[src/rtl/mode_sequencer.sv]
// mode_sequencer: front-panel mode/step sequencer.
//
// Turns debounced navigation (up/left/right) and step (confirm/back) buttons into a mode
// register and a per-mode step index. Each mode m walks through K entry steps (K taken from
// the NSTEP table) and then the all-ones EXEC step, after which confirm returns to step 0.
//
// Ports:
//   clk          sole clock, rising edge
//   rst          synchronous active-high reset
//   up_i         toggle the mode MSB (rising edge)
//   left_i       mode - 1, wrap or saturate (rising edge)
//   right_i      mode + 1, wrap or saturate (rising edge)
//   confirm_i    advance one step (rising edge)
//   back_i       retreat one step (rising edge)
//   lock_i       ignore navigation while high
//   mode_o       current mode
//   state_o      current step
//   exec_o       high while state_o is the EXEC step
//   done_o       one-cycle pulse on entering EXEC
//   mode_chg_o   one-cycle pulse when mode_o changes value
module mode_sequencer #(
  parameter int unsigned                    MODE_W = 4,
  parameter int unsigned                    STEP_W = 2,
  parameter logic [(2**MODE_W)*STEP_W-1:0] NSTEP  = 32'h5FFD_AA97,
  parameter bit                             WRAP   = 1'b1
) (
  input  logic              clk,
  input  logic              rst,
  input  logic              up_i,
  input  logic              left_i,
  input  logic              right_i,
  input  logic              confirm_i,
  input  logic              back_i,
  input  logic              lock_i,
  output logic [MODE_W-1:0] mode_o,
  output logic [STEP_W-1:0] state_o,
  output logic              exec_o,
  output logic              done_o,
  output logic              mode_chg_o
);

  localparam logic [STEP_W-1:0] Exec    = '1;
  localparam logic [MODE_W-1:0] ModeMsb = {1'b1, {(MODE_W-1){1'b0}}};

  // Button bit order: {back, confirm, right, left, up}
  logic [4:0]        btn;
  logic [4:0]        hist_q;
  logic [4:0]        ev;
  logic              nav_ok;

  logic [MODE_W-1:0] mode_q, mode_d;
  logic [STEP_W-1:0] state_q, state_d;
  logic              done_q, chg_q;

  logic [STEP_W-1:0] k_raw;
  logic [STEP_W-1:0] k_last;

  assign btn = {back_i, confirm_i, right_i, left_i, up_i};
  assign ev  = btn & ~hist_q;

  // Exactly one navigation event and not locked; locked or colliding events are dropped.
  assign nav_ok = !lock_i && $onehot(ev[2:0]);

  // Last entry step of the current mode. A field of 0 behaves as 1; a field equal to EXEC
  // caps the entries at EXEC-1, which k_raw-1 already yields.
  assign k_raw  = NSTEP[STEP_W*mode_q +: STEP_W];
  assign k_last = (k_raw == '0) ? '0 : k_raw - STEP_W'(1);

  always_comb begin
    mode_d  = mode_q;
    state_d = state_q;
    if (nav_ok) begin
      unique case (1'b1)
        ev[0]: mode_d = mode_q ^ ModeMsb;
        ev[1]: if (WRAP || mode_q != '0) mode_d = mode_q - MODE_W'(1);
        ev[2]: if (WRAP || mode_q != '1) mode_d = mode_q + MODE_W'(1);
        default: mode_d = mode_q;
      endcase
      // Step clears on any accepted nav, even when saturation keeps the mode value.
      state_d = '0;
    end else if (ev[3] && !ev[4]) begin
      if (state_q == Exec)        state_d = '0;
      else if (state_q >= k_last) state_d = Exec;
      else                        state_d = state_q + STEP_W'(1);
    end else if (ev[4] && !ev[3]) begin
      if (state_q == Exec)        state_d = k_last;
      else if (state_q != '0)     state_d = state_q - STEP_W'(1);
    end
  end

  always_ff @(posedge clk) begin
    // History follows the inputs even in reset so a held button gives no event afterwards.
    hist_q <= btn;
    if (rst) begin
      mode_q  <= '0;
      state_q <= '0;
      done_q  <= 1'b0;
      chg_q   <= 1'b0;
    end else begin
      mode_q  <= mode_d;
      state_q <= state_d;
      done_q  <= (state_d == Exec) && (state_q != Exec);
      chg_q   <= (mode_d != mode_q);
    end
  end

  assign mode_o     = mode_q;
  assign state_o    = state_q;
  assign exec_o     = (state_q == Exec);
  assign done_o     = done_q;
  assign mode_chg_o = chg_q;

endmodule

[config.mk]
export PLATFORM = sky130hd
export DESIGN_NAME = mode_sequencer
export DESIGN_NICKNAME = d
export VERILOG_FILES = /design/src/rtl/mode_sequencer.sv
export SDC_FILE = /design/constraint.sdc
export NUM_CORES = 1
export LEC_CHECK = 0
export CAP_MARGIN = 20
export CORE_MARGIN = 5
export CORE_UTILIZATION = 35
export DETAILED_ROUTE_END_ITERATION = 10
export SYNTH_ARGS = -nofsm -noshare
export SYNTH_HDL_FRONTEND = slang
export SYNTH_SLANG_ARGS = --single-unit
[constraint.sdc]
create_clock -name clk -period 2.57 [get_ports clk]
set_clock_uncertainty 0.1 [all_clocks]
set_input_delay 0.3855 -clock clk [delete_from_list [all_inputs] [get_ports clk]]
set_output_delay 0.3855 -clock clk [all_outputs]
set_load 0.05 [all_outputs]
==> impl_results.md <==
- HPWL after DPL: roughly 1400 µm
- CTS Buf Count: 3
- Final setup viols: 0
- Final Critical Period: 2.57 ns
- Gate count of the mapped netlist: between 80 and 90
- Total track usage: 0.125
- Hold_ws: approximately 0.46 ns
- Gate power share: 0.387
- Fillers: 200
- Final instance area: roughly 1200 µm²
- Switch share: 0.362
- Post-synth top area cell: dfxtp_1
- RSZ-0062 raised after global routing: yes
- Max Cap Violations: 0
- Hold path start: right_i
- R2R Setup Slk: approximately 0.00097 ns
- Period Utilization, post-route: 1.00
- Ys async rst share: 0
- Initial core utilization: 0.370
- Drt first pass iters: 4
- Setup_tns: 0 ns
- # hold bufs at CTS: 0
- Internal: roughly 0.38 mW
- Number of synthesized register bits: 13
- Clock Pin Slew Worst Setup and Hold Paths: ~0.09 ns
- Final ANT Viol Nets: 0
- Die extent in x: between 50 and 60 µm
- Deepest clock path buffer count: 2
- Drt initial violations: 17
- Residual DRC: 0
- Max stage delay cell, worst path: a2111oi_4
- Maximum VDD drop: just over 300 µV
- Fraction of layout cells with a size suffix above 1: 0.261
- Lkg Pwr: about 0.47 nW
- CTS sink cnt: 13
- Most used flip-flop cell after synthesis: dfxtp_1
- R2R cell count: 11
- Crit path max fanout: 4
- Mapped Nets: between 100 and 150
- CP cell instances: buf_4 -> ha_4 -> nor2_2 -> nor2_1 -> a211oi_2 -> a31oi_2 -> ha_1 -> a21oi_4 -> a2111oi_4 -> o311ai_4 -> nor4_2
- Share of the synthesized area in the top cell type: 0.315
- R2r endpoint: done_o
- Core area: 2230 µm²
- Row Count: 17
- Die Y: 58.6 µm
- Worst endpoint data arrival time: 2.67 ns
- Warnings, synthesis: 0
- Vias in the first global route: roughly 710
- P_sw: about 0.22 mW
- Clock Power Share: 0.224
- Root Buffer: clkbuf_4
- Layout Nets: approximately 130
- Crit end category: register
- # H-tree levels: 1
- First-pass GRT wire length: between 3000 and 4000 µm
- Insertion delay to the later sink of the worst-skew pair: approximately 0.29 ns
- R2r startpoint: mode_o[1]
- Vias per cell: ~5.2
- Status: complete, no violations
- Detailed Route WL: between 1500 and 2000 µm
- Mapped Area: just over 800 µm²
- Area Growth Syn to Fin: 44.4%
- Total I/O pin count: 17
- Area taken by multi-input logic gates: roughly 630 µm²
- Register area: roughly 270 µm²
- Critical Path Max Stage Delay: between 0.4 and 0.5 ns
- Synth unique cells: 35
- Max Clk Rate: 389 MHz
- Critical path data required time: 2.67 ns
- Top-count cell post-synth: dfxtp_1
- Hold Path Depth: 1
- Least-Margin Pin Slew: a little over 0.5 ns
- Wire per inst: around 14 µm
- Max-slew violations: 0
- Final hold viol count: 0
- Port bufs: 16
- Worst hold path class: in2reg
- # diodes: 0
- Largest net degree at the start of global routing: 9
- Most frequent cells after synthesis: dfxtp_1 (13), ha_1 (9), a21oi_1 (5), inv_1 (5), nor2_1 (5)
- Placed cell areas: approximately 1100 µm²
- Mean Syn Cell Area: 9.83 µm²
- Post-synth EDFFs: 0
- Full die area: between 3000 and 4000 µm²
- Initial antenna violation count: 0
- Slew HR: 0.657
- Pwr Density: around 500 nW/µm²
- GPL Wtd Cong: about 0.77
- WHS Endpoint: hist_q[2]
- Flop pwr share: 0.389
- Seq/Total Area, Yosys: 0.315
- Grt ovf: 0
- Synth area leaders: dfxtp_1 (32%), ha_1 (14%), fa_1 (4.8%)
- Setup CP Type: reg2reg
- DR vias: 729
- CTS tree: yes
- Startpoint Class: register
[how the worst max path moves through the flow]
stage          startpoint          to  slack, ns
5_1_grt         mode_o[1]      done_o      -0.13
2_1_floorplan   mode_o[0]      done_o      0.005
4_1_cts         mode_o[0]      done_o       0.03
3_5_place_dp         up_i  state_o[1]      -0.03
3_3_place_gp         up_i  state_o[1]      -0.05
6_report        mode_o[1]      done_o      0.001
[cell families (layout without fill, tap and decap cells)]
group | count (synthesis) | count (layout) | share of synthesized area
simple gates | 28 | 28 | 0.214
compound gates | 23 | 23 | 0.227
fa+ha+maj | 11 | 11 | 0.185
buf+inv | 6 | 33 | 0.0273
flops | 13 | 13 | 0.315
xor+xnor | 3 | 3 | 0.0318
[metrics by stage]
stage	util	std cells	power, mW	setup WS [ns]
CTS	0.489	137	0.564	0.0272
finish	0.534	139	0.601	0.000973
detailed placement	0.477	133	0.427	-0.0259
floorplan	-	84	0.365	0.00511
global placement	0.477	133	0.425	-0.0498
global route	0.534	139	0.643	-0.130
[worst max-delay path: cells and delay by family, from the launching register on]
kind / cells / cell delay [ns]
AO/OA/AOI/OAI: 5 / 0.92
adder cells (fa/ha/maj): 2 / 0.52
AND/OR/NAND/NOR: 3 / 0.41
flip-flops: 1 / 0.37
buffers and inverters: 1 / 0.15
[area by class of cell]
type	count	share of cell area
repair buffers	23	0.180
multi-input cells	65	0.525
flip-flops and latches	13	0.225
well taps	28	0.0294
inverters	6	0.0189
clock buffers	4	0.0220
[power by group through the flow]
stage          logic, mW  registers (mW)  clock network (mW)
6_report           0.232           0.234               0.135
4_1_cts            0.193           0.231               0.140
3_5_place_dp       0.191           0.236                   0
2_1_floorplan      0.100           0.265                   0
5_1_grt            0.252           0.237               0.154
3_3_place_gp       0.189           0.236                   0
[sequential cells by signal, indices dropped and copies added, names as in the netlist]
signal and count:
hist_q 5, done_o 1, mode_o 4, mode_chg_o 1, state_o 2
[layout by cell type (no fill, tap or decap), drive strengths merged, types with 3 or more instances in the layout]
cell           Yosys  final
nor2b              5      5
nand2              3      3
nand2b             5      5
inv                6      6
dfxtp             13     13
buf                0      7
a21oi              5      5
nor2               5      5
clkdlybuf4s50      0     15
clkbuf             0      4
nor3               3      3
ha                 9      9
[layer usage]
metal / track usage / wire, µm / up-vias
li1: - / - / 367
met1: 0.171 / 972 / 341
met2: 0.187 / 905 / 16
met3: 0.0197 / 35 / 5
met4: 0.0680 / 52 / 0
met5: 0 / 0 / -
[repair_timing]
| item | in CTS | in global routing |
|---|---|---|
| resized for setup | 0 | 16 |
| buffers inserted | 0 | 2 |
| setup endpoints to repair | 0 | 4 |
Power figures use the tool's default switching activity.
